$ cat src/rtl/pc_unit_pkg.sv
// Shared definitions for the program-counter unit: next-PC select codes and
// the priority encoder that picks between them.
package pc_unit_pkg;

    typedef enum logic [1:0] {
        SEL_HOLD = 2'd0,
        SEL_RET  = 2'd1,
        SEL_TGT  = 2'd2,
        SEL_INC  = 2'd3
    } sel_t;

    // A return with an empty stack falls through to the sequential address.
    function automatic sel_t next_sel(
        input logic stall,
        input logic ret,
        input logic ras_empty,
        input logic redirect
    );
        if (stall)
            return SEL_HOLD;
        if (ret)
            return ras_empty ? SEL_INC : SEL_RET;
        if (redirect)
            return SEL_TGT;
        return SEL_INC;
    endfunction

endpackage

$ cat src/rtl/ras_stack.sv
// Circular return-address stack: a push past full overwrites the oldest entry,
// and the pop data is always the entry just below the write pointer.
module ras_stack #(
    parameter int W     = 6,
    parameter int DEPTH = 4
) (
    input  logic                           clock,
    input  logic                           reset_n,
    input  logic                           push,
    input  logic                           pop,
    input  logic [W-1:0]                   push_data,
    output logic [W-1:0]                   pop_data,
    output logic [$clog2(DEPTH+1)-1:0]     count,
    output logic                           full,
    output logic                           empty
);
    localparam int PTR_W = $clog2(DEPTH);
    localparam int CNT_W = $clog2(DEPTH+1);

    logic [W-1:0]     mem [DEPTH];
    logic [PTR_W-1:0] wp;
    logic [PTR_W-1:0] rd_ptr;

    assign full     = (count == CNT_W'(DEPTH));
    assign empty    = (count == '0);
    assign rd_ptr   = wp - PTR_W'(1);
    assign pop_data = mem[rd_ptr];

    // Entries are deliberately left out of reset; count=0 keeps them unreachable.
    always_ff @(posedge clock) begin
        if (push)
            mem[wp] <= push_data;
    end

    always_ff @(posedge clock or negedge reset_n) begin
        if (!reset_n) begin
            wp    <= '0;
            count <= '0;
        end else if (push) begin
            wp <= wp + PTR_W'(1);
            if (!full)
                count <= count + CNT_W'(1);
        end else if (pop && !empty) begin
            wp    <= rd_ptr;
            count <= count - CNT_W'(1);
        end
    end

endmodule

$ cat src/rtl/pc_unit.sv
// Fetch-stage program counter: sequential advance, branch/jump/call/return
// redirects with a fixed priority, and sticky return-stack error flags.
module pc_unit #(
    parameter int ADDR_W     = 6,
    parameter int STEP       = 1,
    parameter int RESET_ADDR = 0,
    parameter int RAS_DEPTH  = 4
) (
    input  logic                               clock,
    input  logic                               reset_n,
    input  logic                               stall,
    input  logic                               branch_taken,
    input  logic                               jump,
    input  logic                               call,
    input  logic                               ret,
    input  logic [ADDR_W-1:0]                  target,
    input  logic                               err_clear,
    output logic [ADDR_W-1:0]                  pc,
    output logic [ADDR_W-1:0]                  pc_next,
    output logic [$clog2(RAS_DEPTH+1)-1:0]     ras_count,
    output logic                               ras_overflow,
    output logic                               ras_underflow
);
    import pc_unit_pkg::*;

    sel_t              sel;
    logic [ADDR_W-1:0] pc_inc;
    logic [ADDR_W-1:0] ras_top;
    logic              ras_full;
    logic              ras_empty;
    logic              do_push;
    logic              do_pop;
    logic              set_overflow;
    logic              set_underflow;

    assign pc_inc = pc + ADDR_W'(STEP);

    // ret outranks call, so a simultaneous call is dropped without a push.
    assign do_push       = !stall && call && !ret;
    assign do_pop        = !stall && ret && !ras_empty;
    assign set_overflow  = do_push && ras_full;
    assign set_underflow = !stall && ret && ras_empty;

    always_comb begin
        sel     = next_sel(stall, ret, ras_empty, call || jump || branch_taken);
        pc_next = pc_inc;
        case (sel)
            SEL_HOLD: pc_next = pc;
            SEL_RET:  pc_next = ras_top;
            SEL_TGT:  pc_next = target;
            SEL_INC:  pc_next = pc_inc;
            default:  pc_next = pc_inc;
        endcase
    end

    ras_stack #(
        .W     (ADDR_W),
        .DEPTH (RAS_DEPTH)
    ) u_ras (
        .clock     (clock),
        .reset_n   (reset_n),
        .push      (do_push),
        .pop       (do_pop),
        .push_data (pc_inc),
        .pop_data  (ras_top),
        .count     (ras_count),
        .full      (ras_full),
        .empty     (ras_empty)
    );

    always_ff @(posedge clock or negedge reset_n) begin
        if (!reset_n)
            pc <= ADDR_W'(RESET_ADDR);
        else
            pc <= pc_next;
    end

    // Setting beats clearing; err_clear is honoured even while stalled.
    always_ff @(posedge clock or negedge reset_n) begin
        if (!reset_n) begin
            ras_overflow  <= 1'b0;
            ras_underflow <= 1'b0;
        end else begin
            if (set_overflow)
                ras_overflow <= 1'b1;
            else if (err_clear)
                ras_overflow <= 1'b0;
            if (set_underflow)
                ras_underflow <= 1'b1;
            else if (err_clear)
                ras_underflow <= 1'b0;
        end
    end

endmodule

$ cat config.mk
export PLATFORM = sky130hd
export DESIGN_NAME = pc_unit
export DESIGN_NICKNAME = d
export VERILOG_FILES = /design/src/rtl/pc_unit_pkg.sv /design/src/rtl/ras_stack.sv /design/src/rtl/pc_unit.sv
export SDC_FILE = /design/constraint.sdc
export NUM_CORES = 1
export LEC_CHECK = 0
export ABC_CLOCK_PERIOD_IN_PS = 3000
export CELL_PAD_IN_SITES_DETAIL_PLACEMENT = 2
export CELL_PAD_IN_SITES_GLOBAL_PLACEMENT = 2
export CORE_ASPECT_RATIO = 1.5
export CORE_MARGIN = 2
export CORE_UTILIZATION = 36
export CTS_CLUSTER_DIAMETER = 60
export DETAILED_ROUTE_END_ITERATION = 8
export PLACE_DENSITY_LB_ADDON = 0.05
export RECOVER_POWER = 50
export SYNTH_ARGS = -nofsm -noshare
export SYNTH_HDL_FRONTEND = slang
export SYNTH_SLANG_ARGS = --single-unit
$ cat constraint.sdc
create_clock -name clock -period 3 [get_ports clock]
set_input_delay 0.9 -clock clock [delete_from_list [all_inputs] [get_ports clock]]
set_output_delay 0.9 -clock clock [all_outputs]
set_load 0.01 [all_outputs]
==> flow_metrics.py, run 1 <==
metrics = {
    "drt": {
        "wl_per_cell_um": 21.0,
        "vias_cell": 5.05,
        "first_iter_violations": 65,
        "drt-pass1-iter-count": 4,
        "final_ant_viol_nets": 0,
        "detail_route.wirelength_mm": 5.13,
        "route.vias.total": 1233,
        "post-route-drc-count": 0,
    },
    "power_and_ir_drop": {
        "vdd.ir_drop.worst_mv": 0.438,
        "finalPower_mw": 2.19,
        "leakage_dissipation_nw": 0.978,
        "power_per_unit_of_standard_cell_area_nw_per_um2": 908,
    },
    "sta": {
        "report.final.slew_viol_count": 0,
        "max-slew-margin-rel_pct": 55.6,
        "fin_crit_sh_pct": 99.6,
        "setup_viol": 0,
        "fin_worst_skew_ns": 0.00434,
        "max_freq_mhz": 335,
        "period_needed_ns": 2.99,
        "max_slew.worst_pin.slew_ns": 0.664,
        "timing_hold_violations_final": 0,
        "unrepaired_setup_endpoints_after_global_routing": "yes",
    },
    "hold_path": {
        "class_of_the_tightest_hold_or_removal_check": "reg -> reg",
        "min_from": "ras_underflow$_DFFE_PN0P_",
        "hold-path-cell-count": 2,
        "hold_end": "ras_underflow$_DFFE_PN0P_",
    },
    "place": {
        "finalWeightedCongestion": 0.778,
        "port_buffers": 30,
        "placedInstanceArea_um2": 2220,
        "hpwl_mm": 3.75,
    },
    "clocking": {
        "cts_sinks": 37,
        "cts.reportedPaths.clkPinSlew_ns": 0.07,
        "clk_root_buffer_cell": "clkbuf_8",
        "clock_insertion_delay_worst_skew_ns": 0.28,
        "h-tree-depth": 2,
        "ctsLongestPathBuffers": 2,
        "tritoncts.num_buffers": 5,
        "clock_tree_from_tritoncts": "yes",
    },
    "worst_setup_path": {
        "worst_ep_arrival_time_ns": 2.09,
        "timing.setup.critical_path_class": "in -> out",
        "cp.required_ns": 2.10,
        "worst_setup_path_start_kind": "input pin",
        "timing.rr.end": "pc[1]$_DFF_PN0_",
        "worst-path-max-fanout": 6,
        "worst_r2r_startpoint": "u_ras.wp[0]$_DFFE_PN0P_",
        "r2r_cells": 5,
        "r2r_slack_ns": 1.21,
        "end_kind": "output port",
    },
    "synthesis": {
        "synth_top_area_share_pct": 41.7,
        "post_synth_instance_area_um2": 1730,
        "synth_enable_flop_cells": 24,
        "synth_async_sr_flop_share_pct": 35.1,
        "yosys_most_used_dff": "edfxtp_1",
        "synthTopCellsByCount": "edfxtp_1, dfrtp_1, inv_1",
        "syn_inst": 121,
        "yosysSeqAreaShare_pct": 60.6,
        "synth.yosys.warnings": 0,
        "synth_cell_type_count": 38,
        "netlist.top_cell.by_area": "edfxtp_1",
        "most_common_cell_in_the_netlist": "edfxtp_1",
        "netlist_top_cells_area": "edfxtp_1, dfrtp_1, mux4_2, ha_1, mux4_1",
        "mappedNetlistNets": 141,
        "synth-seq-cells": 37,
        "syn_area_per_cell_um2": 14.3,
    },
    "global_routing": {
        "number_of_antenna_violations_at_the_first_check_in_global_routing": 0,
        "first_global_vias": 1470,
        "grt.overflow.total": 0,
        "pin_count_of_the_biggest_net_entering_global_routing": 14,
        "wire_length_of_the_first_global_routing_pass_mm": 8.13,
        "grt_util_all_layers_pct": 22.0,
    },
    "layout": {
        "finalInstanceArea_um2": 2410,
        "antenna_cells": 0,
        "nets": 199,
        "drive_gt1_share_pct": 33.3,
        "area_growth_syn_to_layout_pct": 39.7,
    },
    "die": {
        "placeable_core_region_um2": 4580,
        "initial_util_pct": 37.7,
        "fp.dieH_um": 88.8,
        "floorplan.die.width_um": 60.5,
        "std_cell_rows": 30,
        "die_area_um2": 5380,
        "ioPinCount": 31,
    },
    "job": {
        "timing.max_cap.violations": 0,
    },
    "outcome": {
        "outcome": "complete, no violations",
    },
}
==> worst max-delay path by stage <==
stage	slack, ns	start	cells past startpoint	endpoint
after global placement	-0.77	ret	6	pc_next[3]
after floorplan	0.32	u_ras.wp[0]$_DFFE_PN0P_	7	pc_next[1]
after detailed placement	-0.84	ret	6	pc_next[3]
final	0.01	ret	6	pc_next[3]
after CTS	-0.02	branch_taken	6	pc_next[3]
after global routing	-0.07	ret	6	pc_next[3]
==> report_power, final <==
group	leakage [nW]	switching (mW)	internal, mW
Sequential	0.377	0.0806	0.695
Clock	0.0574	0.175	0.270
Combinational	0.544	0.491	0.479
Total	0.978	0.747	1.44
==> flip-flops by register name (all words and copies together), names as in the netlist <==
signal / count
u_ras.mem: 24
pc: 6
u_ras.count: 3
u_ras.wp: 2
ras_overflow: 1
ras_underflow: 1
==> what timing repair did <==
item,CTS,global route
buffers inserted,4,1
hold buffers,0,0
endpoints found under the setup margin,6,6
gates resized for setup,52,10
pin swaps,8,6
==> cells in the final DEF (no fill, tap or decap), drive strengths merged, types with 2 or more instances in the layout <==
| master | instances |
|---|---|
| inv | 13 |
| nand3 | 3 |
| buf | 34 |
| a22oi | 3 |
| edfxtp | 24 |
| o31a | 2 |
| and3 | 5 |
| mux4 | 6 |
| nand2 | 4 |
| clkdlybuf4s50 | 18 |
| o21ai | 5 |
| nor2 | 3 |
| xor2 | 2 |
| o211ai | 4 |
| xnor2 | 3 |
| nand2b | 2 |
| nor3 | 2 |
| ha | 5 |
| a222oi | 3 |
| dfrtp | 13 |
| a21oi | 5 |
| clkbuf | 8 |
==> critical path, stage by stage <==
cell and delay, ns:
buf_8 0.10, nor4_4 0.30, a21oi_2 0.06, or2_4 0.27, o211ai_1 0.26, buf_2 0.19
==> cell families (layout without fill, tap and decap cells) <==
logic type | Yosys count | in the layout | synth area share [%]
AO/OA/AOI/OAI | 26 | 26 | 11.2
XOR/XNOR | 5 | 5 | 2.54
adder cells (fa/ha/maj) | 6 | 6 | 4.78
buffers and inverters | 17 | 76 | 4.78
flip-flops | 37 | 37 | 60.6
multiplexers | 6 | 6 | 8.26
AND/OR/NAND/NOR | 24 | 24 | 7.90
==> layer usage <==
metal,global-route usage (%),vias up,share of wire [%]
met1,24.3,634,37
met4,7.51,0,1.1
met5,0,-,0
met2,41.3,23,60
met3,3.95,4,2.2
li1,-,572,-
==> per-stage QoR <==
step                      instances  setup slack (ns)  TNS, ns  util (%)  hold slack, ns
final                           244            0.0114        0      52.7           0.540
after global routing            244           -0.0666   -0.140      52.7           0.579
after CTS                       243           -0.0188  -0.0188      52.1           0.549
after detailed placement        231            -0.836    -4.64      48.6           0.537
after global placement          231            -0.774    -4.24      48.6           0.524
after floorplan                 121             0.322        0         -           0.538
==> area by class of cell <==
type	instances	area [um2]
clock inverter	2	37.5
inverter	13	48.8
fill	462	2170
clock buffer	6	82.6
multi-input combinational	67	654
sequential	37	1050
timing repair buffer	55	463
tap	64	80.1
(Power assumes the default switching activity.)
==> run 2: changes to the inputs <==
- ABC_CLOCK_PERIOD_IN_PS: 3000 -> 3900
- CORE_UTILIZATION: 36 -> 38
- clock period: 3 -> 3.9 ns (I/O delays scaled with it)
==> run 2 against run 1 <==
Core utilization fell by 2.9 points. Worst hold slack improved by 0.0081 ns. Flip-flop and latch count unchanged. Combinational power shrank 36%. First-iteration DRC count fell by 66%. Wire length decreased by 12%. Design area decreased by 7.9%. Non-clock buffer count down 15. Power shrank 32%. Clock power fell by 42%. Die area is 5.0% lower. Critical endpoint is now pc_next[0].
==> flow_metrics.py, run 2 (same netlist as run 1, synthesis figures left out) <==
metrics = {
    "power_and_ir_drop": {
        "vdd.ir_drop.worst_mv": 0.330,
        "power_frac_seq_pct": 41.6,
        "switching_share_pct": 35.9,
        "share_clk_of_total_power_pct": 17.2,
        "finalPower_mw": 1.50,
        "internal_power_mw": 0.961,
        "power_per_unit_of_standard_cell_area_nw_per_um2": 675,
        "pwr-share-comb_pct": 41.2,
        "leakage_dissipation_nw": 0.905,
        "power_switching_mw": 0.539,
    },
    "sta": {
        "max_freq_mhz": 261,
        "setup_tns_ns": 0,
        "timing_hold_violations_final": 0,
        "fin_worst_skew_ns": 0.00419,
        "max_slew.worst_pin.slew_ns": 0.700,
        "period_needed_ns": 3.83,
        "max-slew-margin-rel_pct": 53.2,
        "setup_viol": 0,
        "fin_crit_sh_pct": 98.2,
        "report.final.slew_viol_count": 0,
        "setup_ws_ns": 0.0710,
        "unrepaired_setup_endpoints_after_global_routing": "no",
    },
    "die": {
        "fp.dieH_um": 86.6,
        "std_cell_rows": 30,
        "floorplan.die.width_um": 59.0,
        "ioPinCount": 31,
        "die_area_um2": 5110,
        "placeable_core_region_um2": 4470,
        "initial_util_pct": 38.7,
    },
    "clocking": {
        "h-tree-depth": 2,
        "cts.reportedPaths.clkPinSlew_ns": 0.07,
        "cts-hold-fix-buffers": 0,
        "clk_root_buffer_cell": "clkbuf_8",
        "clock_tree_from_tritoncts": "yes",
        "ctsLongestPathBuffers": 2,
        "cts_sinks": 37,
        "tritoncts.num_buffers": 5,
        "clock_insertion_delay_worst_skew_ns": 0.29,
    },
    "layout": {
        "largest_register_ffs": 24,
        "drive_gt1_share_pct": 23.6,
        "final_common_cell": "edfxtp_1",
        "antenna_cells": 0,
        "filler_cell_count": 455,
        "top_reg_by_flops": "u_ras.mem",
        "nets": 184,
        "layout_common_cells": "edfxtp_1, clkdlybuf4s50_1, dfrtp_1",
        "final_core_util_pct": 49.7,
        "area_growth_syn_to_layout_pct": 28.7,
        "largest_registers": "u_ras.mem x24, pc x6, u_ras.count x3",
    },
    "worst_setup_path": {
        "cpLargestDelayFamily": "buffers and inverters",
        "max_stage_delay_ns": 0.45,
        "worst-path-max-fanout": 6,
        "critical_path_buf_inv_count": 2,
        "cp.required_ns": 2.73,
        "worst_ep_arrival_time_ns": 2.66,
        "worst_setup_path_start_kind": "input pin",
        "cp.depth": 6,
        "timing.setup.critical_path_class": "in -> out",
        "end_kind": "output port",
        "slowest_stage": "clkdlybuf4s50_1",
        "r2r_cells": 6,
        "ordered_list_of_cells_on_the_worst_path": "clkdlybuf4s50_1, nor4_2, a21oi_1, or2_4, o211ai_1, buf_2",
    },
    "place": {
        "placement.setup.worst_slack_ns": -0.450,
        "hpwl_mm": 3.43,
        "finalWeightedCongestion": 0.766,
        "port_buffers": 30,
    },
    "global_routing": {
        "grt_util_all_layers_pct": 19.7,
        "grt.overflow.total": 0,
        "pin_count_of_the_biggest_net_entering_global_routing": 14,
        "wire_length_of_the_first_global_routing_pass_mm": 7.09,
        "first_global_vias": 1353,
        "number_of_antenna_violations_at_the_first_check_in_global_routing": 0,
    },
    "job": {
        "timing.max_cap.violations": 0,
    },
    "drt": {
        "wl_per_cell_um": 21.2,
        "post-route-drc-count": 0,
        "vias_cell": 5.54,
        "route.vias.total": 1179,
        "first_iter_violations": 22,
        "final_ant_viol_nets": 0,
        "detail_route.wirelength_mm": 4.51,
        "drt-pass1-iter-count": 6,
    },
    "hold_path": {
        "class_of_the_tightest_hold_or_removal_check": "reg -> reg",
        "hold-path-cell-count": 2,
    },
    "outcome": {
        "outcome": "complete, no violations",
    },
}
## run 2: changes by cell type in the layout (fill, tap and decap cells not counted), sizes merged
cell and change:
clkinvlp -1, clkinv +2, dlygate4sd3 +2, bufinv -1, dlygate4sd2 +1, dlymetal6s2s +2
buf -20
## run 2: worst reg2reg max path: stages, from the launching register on
cell and delay [ns]:
dfrtp_1 0.43, inv_1 0.09, ha_1 0.50, mux4_2 0.37, a222oi_1 0.27, o21ai_2 0.11, buf_4 0.14
## run 2: layout make-up
cell class | instances | area [um2] | share of cell area (%)
timing repair buffer | 40 | 349 | 15.7
clock inverter | 2 | 10.0 | 0.450
sequential | 37 | 1050 | 47.1
clock buffer | 6 | 72.6 | 3.27
multi-input combinational | 67 | 636 | 28.6
tap | 48 | 60.1 | 2.70
inverter | 13 | 48.8 | 2.20
## run 2: through the flow
stage	area (um2)	hold WS (ns)	instances
2_1_floorplan	1730	0.538	121
3_3_place_gp	2110	0.520	202
3_5_place_dp	2110	0.550	202
4_1_cts	2220	0.561	212
5_1_grt	2220	0.582	213
6_report	2220	0.548	213
## run 2: worst paths after layout
path                                               to  slack (ns)                 startpoint
max in group asynchronous  u_ras.count[2]$_DFFE_PN0P_        2.09                    reset_n
setup reg to reg                      pc[1]$_DFF_PN0_        1.89    u_ras.wp[1]$_DFFE_PN0P_
hold reg to reg             ras_underflow$_DFFE_PN0P_        0.55  ras_underflow$_DFFE_PN0P_
hold / removal              ras_underflow$_DFFE_PN0P_        0.55  ras_underflow$_DFFE_PN0P_
min in group asynchronous             pc[2]$_DFF_PN0_        1.37                    reset_n
setup / recovery                           pc_next[0]        0.07                       jump
## run 2: what timing repair did
item | in CTS | in global routing
setup endpoints to repair | 6 | 6
setup buffers | 2 | 1
cloned | 0 | 0
resized for setup | 24 | 9
pin swaps | 5 | 8
## run 2: routing by layer
metal	GRT usage (%)	share of wire, %	up-vias
met5	0	0	-
met4	5.58	1.3	0
li1	-	-	546
met1	21.4	37	595
met3	4.48	3.6	5
met2	37.0	58	33
## run 2: power groups by stage
stage	sequential (mW)	combinational (mW)	clock [mW]
floorplan	0.630	0.343	0
global placement	0.628	0.597	0
detailed placement	0.633	0.626	0
CTS	0.625	0.627	0.264
global route	0.638	0.678	0.279
finish	0.624	0.619	0.257
